File: src/rtl/riscv_pkg.sv
// -----------------------------------------------------------------------------
// riscv_pkg
// Shared definitions for the RV32I instruction encoder:
//   - instr_id_e   : instruction-ID enumeration (IDs 38..63 are illegal)
//   - OP_*         : major opcode constants
//   - F7_BASE/ALT  : funct7 values
//   - f3_of/f7_of  : per-ID funct3 / funct7 lookup
//   - fits_s12/13/21 : signed-range helpers for immediate checking
//   - enc_state_e  : load-session FSM states
// No ports (package).
// -----------------------------------------------------------------------------
package riscv_pkg;

    typedef enum logic [5:0] {
        ID_NOP   = 6'd0,  ID_ADD  = 6'd1,  ID_SUB   = 6'd2,  ID_SLL   = 6'd3,
        ID_SLT   = 6'd4,  ID_SLTU = 6'd5,  ID_XOR   = 6'd6,  ID_SRL   = 6'd7,
        ID_SRA   = 6'd8,  ID_OR   = 6'd9,  ID_AND   = 6'd10, ID_ADDI  = 6'd11,
        ID_XORI  = 6'd12, ID_ORI  = 6'd13, ID_ANDI  = 6'd14, ID_SLLI  = 6'd15,
        ID_SRLI  = 6'd16, ID_SRAI = 6'd17, ID_SLTI  = 6'd18, ID_SLTIU = 6'd19,
        ID_LB    = 6'd20, ID_LH   = 6'd21, ID_LW    = 6'd22, ID_LBU   = 6'd23,
        ID_LHU   = 6'd24, ID_SB   = 6'd25, ID_SH    = 6'd26, ID_SW    = 6'd27,
        ID_BEQ   = 6'd28, ID_BNE  = 6'd29, ID_BLT   = 6'd30, ID_BGE   = 6'd31,
        ID_BLTU  = 6'd32, ID_BGEU = 6'd33, ID_JAL   = 6'd34, ID_LUI   = 6'd35,
        ID_AUIPC = 6'd36, ID_JALR = 6'd37
    } instr_id_e;

    localparam logic [6:0] OP_R      = 7'b0110011;
    localparam logic [6:0] OP_IMM    = 7'b0010011;
    localparam logic [6:0] OP_LOAD   = 7'b0000011;
    localparam logic [6:0] OP_STORE  = 7'b0100011;
    localparam logic [6:0] OP_BRANCH = 7'b1100011;
    localparam logic [6:0] OP_JAL    = 7'b1101111;
    localparam logic [6:0] OP_JALR   = 7'b1100111;
    localparam logic [6:0] OP_LUI    = 7'b0110111;
    localparam logic [6:0] OP_AUIPC  = 7'b0010111;

    localparam logic [6:0] F7_BASE = 7'h00;
    localparam logic [6:0] F7_ALT  = 7'h20;

    typedef enum logic [1:0] {
        ST_IDLE = 2'd0,
        ST_RUN  = 2'd1,
        ST_FULL = 2'd2
    } enc_state_e;

    // funct3 per instruction ID; IDs without a funct3 field return 0.
    function automatic logic [2:0] f3_of(input logic [5:0] id);
        logic [2:0] f3;
        case (id)
            ID_ADD, ID_SUB, ID_ADDI, ID_LB, ID_SB, ID_BEQ, ID_JALR: f3 = 3'b000;
            ID_SLL, ID_SLLI, ID_LH, ID_SH, ID_BNE:                  f3 = 3'b001;
            ID_SLT, ID_SLTI, ID_LW, ID_SW:                         f3 = 3'b010;
            ID_SLTU, ID_SLTIU:                                     f3 = 3'b011;
            ID_XOR, ID_XORI, ID_LBU, ID_BLT:                       f3 = 3'b100;
            ID_SRL, ID_SRA, ID_SRLI, ID_SRAI, ID_LHU, ID_BGE:      f3 = 3'b101;
            ID_OR, ID_ORI, ID_BLTU:                                f3 = 3'b110;
            ID_AND, ID_ANDI, ID_BGEU:                              f3 = 3'b111;
            default:                                               f3 = 3'b000;
        endcase
        return f3;
    endfunction

    // funct7: only the arithmetic-variant ops set bit 5.
    function automatic logic [6:0] f7_of(input logic [5:0] id);
        logic [6:0] f7;
        case (id)
            ID_SUB, ID_SRA, ID_SRAI: f7 = F7_ALT;
            default:                 f7 = F7_BASE;
        endcase
        return f7;
    endfunction

    // True when v, read as signed, fits in 12 bits.
    function automatic logic fits_s12(input logic [31:0] v);
        return (v[31:11] == 21'h000000) || (v[31:11] == 21'h1FFFFF);
    endfunction

    // True when v, read as signed, fits in 13 bits.
    function automatic logic fits_s13(input logic [31:0] v);
        return (v[31:12] == 20'h00000) || (v[31:12] == 20'hFFFFF);
    endfunction

    // True when v, read as signed, fits in 21 bits.
    function automatic logic fits_s21(input logic [31:0] v);
        return (v[31:20] == 12'h000) || (v[31:20] == 12'hFFF);
    endfunction

endpackage

File: src/rtl/riscv_instr_encoder_if.sv
// -----------------------------------------------------------------------------
// riscv_instr_encoder_if
// Input and output handshakes of the instruction encoder.
//   in_valid/in_ready + in_id/in_rd/in_rs1/in_rs2/in_imm : field input
//   out_valid/out_ready + out_instr/out_addr/out_err     : encoded word output
// Modports: master = program builder, slave = encoder.
// -----------------------------------------------------------------------------
interface riscv_instr_encoder_if #(
    parameter int ADDR_W = 12
);
    logic              in_valid;
    logic              in_ready;
    logic [5:0]        in_id;
    logic [4:0]        in_rd;
    logic [4:0]        in_rs1;
    logic [4:0]        in_rs2;
    logic [31:0]       in_imm;
    logic              out_valid;
    logic              out_ready;
    logic [31:0]       out_instr;
    logic [ADDR_W-1:0] out_addr;
    logic              out_err;

    modport master (
        output in_valid, in_id, in_rd, in_rs1, in_rs2, in_imm, out_ready,
        input  in_ready, out_valid, out_instr, out_addr, out_err
    );

    modport slave (
        input  in_valid, in_id, in_rd, in_rs1, in_rs2, in_imm, out_ready,
        output in_ready, out_valid, out_instr, out_addr, out_err
    );
endinterface

File: src/rtl/riscv_encode_fields.sv
// -----------------------------------------------------------------------------
// riscv_encode_fields
// Purely combinational RV32I encoder: instruction ID + register/immediate
// fields -> packed 32-bit word and error flag.
// Ports:
//   id_i     [5:0]  instruction ID (riscv_pkg::instr_id_e value)
//   rd_i/rs1_i/rs2_i [4:0] register indices
//   imm_i    [31:0] immediate (byte offset for B/J, full value for U)
//   instr_o  [31:0] encoded instruction (0 for illegal IDs)
//   err_o           illegal ID, plus immediate range violations when
//                   ENC_IMM_CHECK_EN is defined
// -----------------------------------------------------------------------------
module riscv_encode_fields
    import riscv_pkg::*;
(
    input  logic [5:0]  id_i,
    input  logic [4:0]  rd_i,
    input  logic [4:0]  rs1_i,
    input  logic [4:0]  rs2_i,
    input  logic [31:0] imm_i,
    output logic [31:0] instr_o,
    output logic        err_o
);

    logic [2:0]  f3_s;
    logic [6:0]  f7_s;
    logic [31:0] instr_s;
    logic        illegal_s;

    assign f3_s = f3_of(id_i);
    assign f7_s = f7_of(id_i);

    // Format selection and bit packing; unused fields simply do not appear.
    always_comb begin
        instr_s   = 32'h0000_0000;
        illegal_s = 1'b0;
        case (id_i)
            ID_NOP: instr_s = 32'h0000_0000;
            ID_ADD, ID_SUB, ID_SLL, ID_SLT, ID_SLTU,
            ID_XOR, ID_SRL, ID_SRA, ID_OR, ID_AND:
                instr_s = {f7_s, rs2_i, rs1_i, f3_s, rd_i, OP_R};
            ID_ADDI, ID_XORI, ID_ORI, ID_ANDI, ID_SLTI, ID_SLTIU:
                instr_s = {imm_i[11:0], rs1_i, f3_s, rd_i, OP_IMM};
            // Shift amount sits where rs2 would be; upper bits carry funct7.
            ID_SLLI, ID_SRLI, ID_SRAI:
                instr_s = {f7_s, imm_i[4:0], rs1_i, f3_s, rd_i, OP_IMM};
            ID_LB, ID_LH, ID_LW, ID_LBU, ID_LHU:
                instr_s = {imm_i[11:0], rs1_i, f3_s, rd_i, OP_LOAD};
            ID_JALR:
                instr_s = {imm_i[11:0], rs1_i, f3_s, rd_i, OP_JALR};
            ID_SB, ID_SH, ID_SW:
                instr_s = {imm_i[11:5], rs2_i, rs1_i, f3_s, imm_i[4:0], OP_STORE};
            // Branch offsets are halfword granular: bit 0 is never encoded.
            ID_BEQ, ID_BNE, ID_BLT, ID_BGE, ID_BLTU, ID_BGEU:
                instr_s = {imm_i[12], imm_i[10:5], rs2_i, rs1_i, f3_s,
                           imm_i[4:1], imm_i[11], OP_BRANCH};
            ID_JAL:
                instr_s = {imm_i[20], imm_i[10:1], imm_i[11], imm_i[19:12],
                           rd_i, OP_JAL};
            ID_LUI:   instr_s = {imm_i[31:12], rd_i, OP_LUI};
            ID_AUIPC: instr_s = {imm_i[31:12], rd_i, OP_AUIPC};
            default: begin
                instr_s   = 32'h0000_0000;
                illegal_s = 1'b1;
            end
        endcase
    end

    assign instr_o = instr_s;

`ifdef ENC_IMM_CHECK_EN
    logic range_err_s;

    // Flags immediates that would lose information when truncated into their field.
    always_comb begin
        range_err_s = 1'b0;
        case (id_i)
            ID_ADDI, ID_XORI, ID_ORI, ID_ANDI, ID_SLTI, ID_SLTIU,
            ID_LB, ID_LH, ID_LW, ID_LBU, ID_LHU, ID_JALR,
            ID_SB, ID_SH, ID_SW:
                range_err_s = ~fits_s12(imm_i);
            ID_SLLI, ID_SRLI, ID_SRAI:
                range_err_s = (imm_i[31:5] != 27'd0);
            ID_BEQ, ID_BNE, ID_BLT, ID_BGE, ID_BLTU, ID_BGEU:
                range_err_s = ~fits_s13(imm_i) | imm_i[0];
            ID_JAL:
                range_err_s = ~fits_s21(imm_i) | imm_i[0];
            ID_LUI, ID_AUIPC:
                range_err_s = (imm_i[11:0] != 12'd0);
            default:
                range_err_s = 1'b0;
        endcase
    end

    assign err_o = illegal_s | range_err_s;
`else
    assign err_o = illegal_s;
`endif

endmodule

File: src/rtl/riscv_instr_encoder.sv
// -----------------------------------------------------------------------------
// riscv_instr_encoder
// Sequential RV32I encoder / program loader. A start pulse opens a load
// session at a word-aligned base; each accepted field set is encoded and
// registered together with its byte address base + 4*index.
// Ports:
//   clock, reset        clock; asynchronous active-high reset
//   start, start_addr   open/restart a session (start_addr[1:0] ignored)
//   bus (slave)         field input handshake and encoded-word output
//   count               words accepted in the current session
//   done                session has taken DEPTH words
// Optional feature: define ENC_IMM_CHECK_EN to flag immediate range
// violations on out_err (handled in riscv_encode_fields).
// -----------------------------------------------------------------------------
module riscv_instr_encoder
    import riscv_pkg::*;
#(
    parameter int ADDR_W = 12,
    parameter int DEPTH  = 256
) (
    input  logic                   clock,
    input  logic                   reset,
    input  logic                   start,
    input  logic [ADDR_W-1:0]      start_addr,
    riscv_instr_encoder_if.slave   bus,
    output logic [$clog2(DEPTH):0] count,
    output logic                   done
);

    localparam int CW = $clog2(DEPTH) + 1;

    enc_state_e        state_q, state_d;
    logic [CW-1:0]     count_q, count_d;
    logic [ADDR_W-1:0] base_q, base_d;
    logic              out_valid_q, out_valid_d;
    logic [31:0]       out_instr_q, out_instr_d;
    logic [ADDR_W-1:0] out_addr_q, out_addr_d;
    logic              out_err_q, out_err_d;
    logic              done_q;

    logic [31:0]       enc_instr_s;
    logic              enc_err_s;
    logic              in_ready_s;
    logic              accept_s;
    logic [ADDR_W-1:0] word_addr_s;

    riscv_encode_fields u_fields (
        .id_i    (bus.in_id),
        .rd_i    (bus.in_rd),
        .rs1_i   (bus.in_rs1),
        .rs2_i   (bus.in_rs2),
        .imm_i   (bus.in_imm),
        .instr_o (enc_instr_s),
        .err_o   (enc_err_s)
    );

    // start takes priority over an accept in the same cycle, and a stalled
    // output word blocks new input.
    assign in_ready_s  = (state_q == ST_RUN) & ~start & (~out_valid_q | bus.out_ready);
    assign accept_s    = bus.in_valid & in_ready_s;
    // Address wraps silently within ADDR_W bits.
    assign word_addr_s = base_q + ADDR_W'({count_q, 2'b00});

    // Next-state for the session FSM, word counter and output register.
    always_comb begin
        state_d     = state_q;
        count_d     = count_q;
        base_d      = base_q;
        out_valid_d = out_valid_q;
        out_instr_d = out_instr_q;
        out_addr_d  = out_addr_q;
        out_err_d   = out_err_q;

        if (start) begin
            state_d = ST_RUN;
            count_d = {CW{1'b0}};
            base_d  = start_addr & ~ADDR_W'(2'd3);
        end else if (accept_s) begin
            count_d = count_q + CW'(1'b1);
            if (count_q == CW'(DEPTH - 1)) begin
                state_d = ST_FULL;
            end else begin
                state_d = ST_RUN;
            end
        end else begin
            state_d = state_q;
        end

        // The output register is independent of start, so a pending word
        // survives a restart and is delivered unchanged.
        if (accept_s) begin
            out_valid_d = 1'b1;
            out_instr_d = enc_instr_s;
            out_addr_d  = word_addr_s;
            out_err_d   = enc_err_s;
        end else if (bus.out_ready) begin
            out_valid_d = 1'b0;
        end else begin
            out_valid_d = out_valid_q;
        end
    end

    // State and output registers; reset drops any pending word.
    always_ff @(posedge clock or posedge reset) begin
        if (reset) begin
            state_q     <= ST_IDLE;
            count_q     <= {CW{1'b0}};
            base_q      <= {ADDR_W{1'b0}};
            out_valid_q <= 1'b0;
            out_instr_q <= 32'h0000_0000;
            out_addr_q  <= {ADDR_W{1'b0}};
            out_err_q   <= 1'b0;
            done_q      <= 1'b0;
        end else begin
            state_q     <= state_d;
            count_q     <= count_d;
            base_q      <= base_d;
            out_valid_q <= out_valid_d;
            out_instr_q <= out_instr_d;
            out_addr_q  <= out_addr_d;
            out_err_q   <= out_err_d;
            done_q      <= (state_d == ST_FULL);
        end
    end

    assign bus.in_ready  = in_ready_s;
    assign bus.out_valid = out_valid_q;
    assign bus.out_instr = out_instr_q;
    assign bus.out_addr  = out_addr_q;
    assign bus.out_err   = out_err_q;
    assign count         = count_q;
    assign done          = done_q;

endmodule

File: src/flat_wrapper.sv
// flat-port wrapper written by rule: the top's interface ports become plain ports
module riscv_instr_encoder_flat import riscv_pkg::*;
#(
    parameter int ADDR_W = 12,
    parameter int DEPTH  = 256
)
  (clock, reset, start, start_addr, count, done, bus_in_valid, bus_in_id, bus_in_rd, bus_in_rs1, bus_in_rs2, bus_in_imm, bus_out_ready, bus_in_ready, bus_out_valid, bus_out_instr, bus_out_addr, bus_out_err);
  riscv_instr_encoder_if #(.ADDR_W(ADDR_W)) bus_i ();
  input  logic clock;
  input  logic reset;
  input  logic start;
  input  logic [ADDR_W-1:0] start_addr;
  output logic [$clog2(DEPTH):0] count;
  output logic done;
  input wire logic [$bits(bus_i.in_valid)-1:0] bus_in_valid;
  input wire logic [$bits(bus_i.in_id)-1:0] bus_in_id;
  input wire logic [$bits(bus_i.in_rd)-1:0] bus_in_rd;
  input wire logic [$bits(bus_i.in_rs1)-1:0] bus_in_rs1;
  input wire logic [$bits(bus_i.in_rs2)-1:0] bus_in_rs2;
  input wire logic [$bits(bus_i.in_imm)-1:0] bus_in_imm;
  input wire logic [$bits(bus_i.out_ready)-1:0] bus_out_ready;
  output wire logic [$bits(bus_i.in_ready)-1:0] bus_in_ready;
  output wire logic [$bits(bus_i.out_valid)-1:0] bus_out_valid;
  output wire logic [$bits(bus_i.out_instr)-1:0] bus_out_instr;
  output wire logic [$bits(bus_i.out_addr)-1:0] bus_out_addr;
  output wire logic [$bits(bus_i.out_err)-1:0] bus_out_err;
  assign bus_i.in_valid = bus_in_valid;
  assign bus_i.in_id = bus_in_id;
  assign bus_i.in_rd = bus_in_rd;
  assign bus_i.in_rs1 = bus_in_rs1;
  assign bus_i.in_rs2 = bus_in_rs2;
  assign bus_i.in_imm = bus_in_imm;
  assign bus_i.out_ready = bus_out_ready;
  assign bus_in_ready = bus_i.in_ready;
  assign bus_out_valid = bus_i.out_valid;
  assign bus_out_instr = bus_i.out_instr;
  assign bus_out_addr = bus_i.out_addr;
  assign bus_out_err = bus_i.out_err;
  riscv_instr_encoder #(.ADDR_W(ADDR_W), .DEPTH(DEPTH)) u_core (.clock(clock), .reset(reset), .start(start), .start_addr(start_addr), .bus(bus_i), .count(count), .done(done));
endmodule
File: config.mk
export PLATFORM = sky130hd
export DESIGN_NAME = riscv_instr_encoder_flat
export DESIGN_NICKNAME = d
export VERILOG_FILES = /design/src/rtl/riscv_pkg.sv /design/src/rtl/riscv_instr_encoder_if.sv /design/src/rtl/riscv_encode_fields.sv /design/src/rtl/riscv_instr_encoder.sv /design/src/flat_wrapper.sv
export SDC_FILE = /design/constraint.sdc
export NUM_CORES = 1
export LEC_CHECK = 0
export ABC_AREA = 1
export CAP_MARGIN = 20
export CORE_ASPECT_RATIO = 0.7
export CORE_MARGIN = 2
export CORE_UTILIZATION = 50
export CTS_CLUSTER_DIAMETER = 120
export DETAILED_ROUTE_END_ITERATION = 10
export GPL_TIMING_DRIVEN = 1
export PLACE_DENSITY = 0.83
export SLEW_MARGIN = 5
export SYNTH_ARGS = -nofsm -noshare
export SYNTH_HDL_FRONTEND = slang
export SYNTH_SLANG_ARGS = --single-unit
File: constraint.sdc
create_clock -name clock -period 3.2 [get_ports clock]
set_input_delay 0.64 -clock clock [delete_from_list [all_inputs] [get_ports clock]]
set_output_delay 0.64 -clock clock [all_outputs]
set_load 0.02 [all_outputs]
==> flow_metrics.env <==
export IMPL_powerDensity_nw_per_um2=459
export IMPL_start_kind="primary input"
export IMPL_fmax_ghz=0.353
export IMPL_cts_max_path_buffers=2
export IMPL_path_max_fanout=13
export IMPL_rr_worst_depth=8
export IMPL_drive_above_1_share_pct=6.30
export IMPL_syn_area_um2=4450
export IMPL_die_x_um=117
export IMPL_wl_mm=13.8
export IMPL_io_buffers=122
export IMPL_min_path_type="reg -> reg"
export IMPL_cp_arrival_ps=3100
export IMPL_gr_max_usage_layer="met2"
export IMPL_hold_buffers=0
export IMPL_post_cts_buffers=0
export IMPL_antenna_found_initial=0
export IMPL_timing_critical_path_from="bus_in_id[1]"
export IMPL_clk_pin_slew_ps=60
export IMPL_final_antenna_net_count=0
export IMPL_core_um2=8550
export IMPL_met2_usage_pct=45.8
export IMPL_dr_pass1_iters=5
export IMPL_p_leak_uw=0.00308
export IMPL_synth_fa_ha_area_share_pct=5.23
export IMPL_post_cts_resized=0
export IMPL_worstReg2RegStart="u_core.state_q[1]$_DFF_PP0_"
export IMPL_crit_path_end_kind="flop"
export IMPL_max_slew_margin_pct=61.1
export IMPL_reg2reg_slack_ps=1110
export IMPL_place_congestion=0.917
export IMPL_globalRouteTotalUtil_pct=29.4
export IMPL_worstSetupEndpoint="u_core.bus.out_instr[15]$_DFFE_PP0P_"
export IMPL_root_buffer="clkbuf_16"
export IMPL_yosysMostFrequentCell="nand2_1"
export IMPL_clk_insertion_delay_late_ps=340
export IMPL_synth_top_family_by_area="simple AND/OR/NAND/NOR gates"
export IMPL_wl_per_cell_um=14.9
export IMPL_async_flop_share_pct=100
export IMPL_syn_to_final_growth_pct=37.2
export IMPL_fin_skew_ps=6.14
export IMPL_route_vias_total=4867
export IMPL_yosys_warnings=0
export IMPL_gr_usage_met3_pct=6.57
export IMPL_critPathTopFamily="simple AND/OR/NAND/NOR gates"
export IMPL_ys_flop_type="dfrtp_1"
export IMPL_die_y_um=82.9
export IMPL_synth_mux_area_fraction_pct=0
export IMPL_path_depth=15
export IMPL_cpPeakStageDelay_ps=540
export IMPL_synthCells=683
export IMPL_synthTopCellsByArea="dfrtp_1, nand2_1, ha_1, nor2_1, nand3_1"
export IMPL_maxCapViolations=0
export IMPL_core_rowCount=28
export IMPL_period_share_pct=88.4
export IMPL_post_dp_hpwl_mm=10.2
export IMPL_yosys_area_share_simple_pct=40.9
export IMPL_grt_overflow=0
export IMPL_fp_dieArea_um2=9680
export IMPL_cts_tree="yes"
export IMPL_hold_ws_ps=477
export IMPL_worstMarginPinSlew_ps=582
export IMPL_viasPerCell=5.23
export IMPL_synth_avg_cell_area_um2=6.51
export IMPL_final_max_slew_viol_count=0
export IMPL_setup_tns_ps=0
export IMPL_grt_use_met1_pct=40.6
export IMPL_critPathRequiredTime_ps=3470
export IMPL_synth_compound_area_share_pct=8.95
export IMPL_ioPinCount=127
export IMPL_cp_common_cell="nand2_1"
export IMPL_synth_top_area_cell="dfrtp_1"
export IMPL_grt_max_degree=66
export IMPL_rsz0062_at_grt="no"
export IMPL_antenna_cells=0
export IMPL_synthXorXnorAreaFrac_pct=1.18
export IMPL_rr_endpoint="u_core.count[2]$_DFFE_PP0P_"
export IMPL_ys_ff_latch=65
export IMPL_grt_pass1_vias=4747
export IMPL_drc=0
export IMPL_htree_levels=3
export IMPL_yosys_top_cells_count="nand2_1, dfrtp_1, nor2_1"
export IMPL_synth_top_area_share_pct=36.6
export IMPL_ir_drop_uv=351
export IMPL_grt_pass1_wl_mm=22.5
export IMPL_drtIter0Drc=272
export IMPL_synth_edf_count=0
export IMPL_initial_core_util_pct=52.0
export IMPL_timing_critical_path_buf_inv=3
export IMPL_cts_sinks=65
export IMPL_hold_violations=0
export IMPL_fin_nets=893
export IMPL_utilization_pct=71.4
export IMPL_numCtsBuffers=9
export IMPL_setup_worst_path_class="in -> reg"
export IMPL_yosysSeqAreaShare_pct=36.6
export IMPL_crit_slowest_cell="clkdlybuf4s50_1"
export IMPL_status="finished, final reports clean"
export IMPL_finalSetupViolations=0
export IMPL_crit_chain="clkdlybuf4s50_1, inv_1, ha_1, inv_1, nor2_1, nor2_1, nand2_1, nand2_1, nand2_2, nor2_1, nand2_2, nand2_1, nand2_1, nand2_1, nand2_1"
export IMPL_timing_final_crit_period_ps=2830
export IMPL_synth_cell_types=39
[flip-flops by register name, indices dropped and copies added (netlist names)]
register / count
u_core.bus.out_addr: 10
u_core.bus.out_instr: 31
u_core.bus.out_err: 1
u_core.done: 1
u_core.base_q: 10
u_core.count: 9
u_core.state_q: 2
u_core.bus.out_valid: 1
[power by group]
group / switching, µW / internal, µW
clock network: 380 / 625
registers: 68.8 / 928
logic: 444 / 357
total: 893 / 1910
[metal layers]
layer  share of wire (%)  wire (µm)
met1                  45       6240
met2                  44       6120
met3                 8.5       1170
met4                 2.0        279
met5                   0          0
[worst min path at each step]
| stage | end | slack, ps | start | cells past startpoint |
|---|---|---|---|---|
| after global routing | u_core.bus.out_instr[9]$_DFFE_PP0P_ | 490 | u_core.bus.out_instr[9]$_DFFE_PP0P_ | 2 |
| after floorplan | u_core.base_q[10]$_DFFE_PP0P_ | 450 | u_core.base_q[10]$_DFFE_PP0P_ | 2 |
| after global placement | u_core.base_q[2]$_DFFE_PP0P_ | 460 | u_core.base_q[2]$_DFFE_PP0P_ | 2 |
| after detailed placement | u_core.bus.out_instr[9]$_DFFE_PP0P_ | 470 | u_core.bus.out_instr[9]$_DFFE_PP0P_ | 2 |
| after CTS | u_core.bus.out_instr[16]$_DFFE_PP0P_ | 480 | u_core.bus.out_instr[16]$_DFFE_PP0P_ | 2 |
| final | u_core.bus.out_instr[9]$_DFFE_PP0P_ | 480 | u_core.bus.out_instr[9]$_DFFE_PP0P_ | 2 |
[cell usage in the layout, fill, tap and decap left out, types with 2 or more instances in the layout]
cell	synthesis	layout
xnor2_1	4	4
inv_1	45	44
nand3b_1	5	5
a21oi_1	17	17
conb_1	1	2
nand3_1	35	35
nor3_2	2	2
clkdlybuf4s50_1	0	122
clkbuf_16	0	9
buf_4	4	8
nand2_1	324	323
o21ai_0	35	35
o211ai_1	2	2
nor3_1	9	9
inv_2	10	11
a31oi_1	3	3
clkinvlp_4	0	3
nand4_1	6	6
dfrtp_1	65	65
a21boi_0	4	4
xor2_1	2	2
o21ai_1	5	5
nor2_1	51	51
nand2_2	7	8
ha_1	17	17
[tightest hold or removal path: cells and delay by family (launching register included)]
kind             cells  cell delay [ps]
flip-flops           1              340
AND/OR/NAND/NOR      2              100
[cell type report]
class	count	area (µm²)
inverter	55	206
multi-input combinational	543	2510
clock inverter	6	66.3
tap	120	150
fill	763	2450
clock buffer	10	239
sequential	65	1630
timing repair buffer	131	1300
[cells by family after synthesis]
kind of cell,count (synthesis)
xor+xnor,6
simple gates,445
buf+inv,76
flops,65
compound gates,72
other cells,1
fa+ha+maj,18
[metrics by stage]
stage	power (µW)	std cells	area (µm²)	setup slack, ps
2_1_floorplan	1410	684	4450	934
3_3_place_gp	1790	914	5800	178
3_5_place_dp	1800	914	5800	97.2
4_1_cts	2810	930	6100	441
5_1_grt	2930	930	6100	138
6_report	2800	930	6100	370
Note: power is estimated with default switching activity, not from simulation.
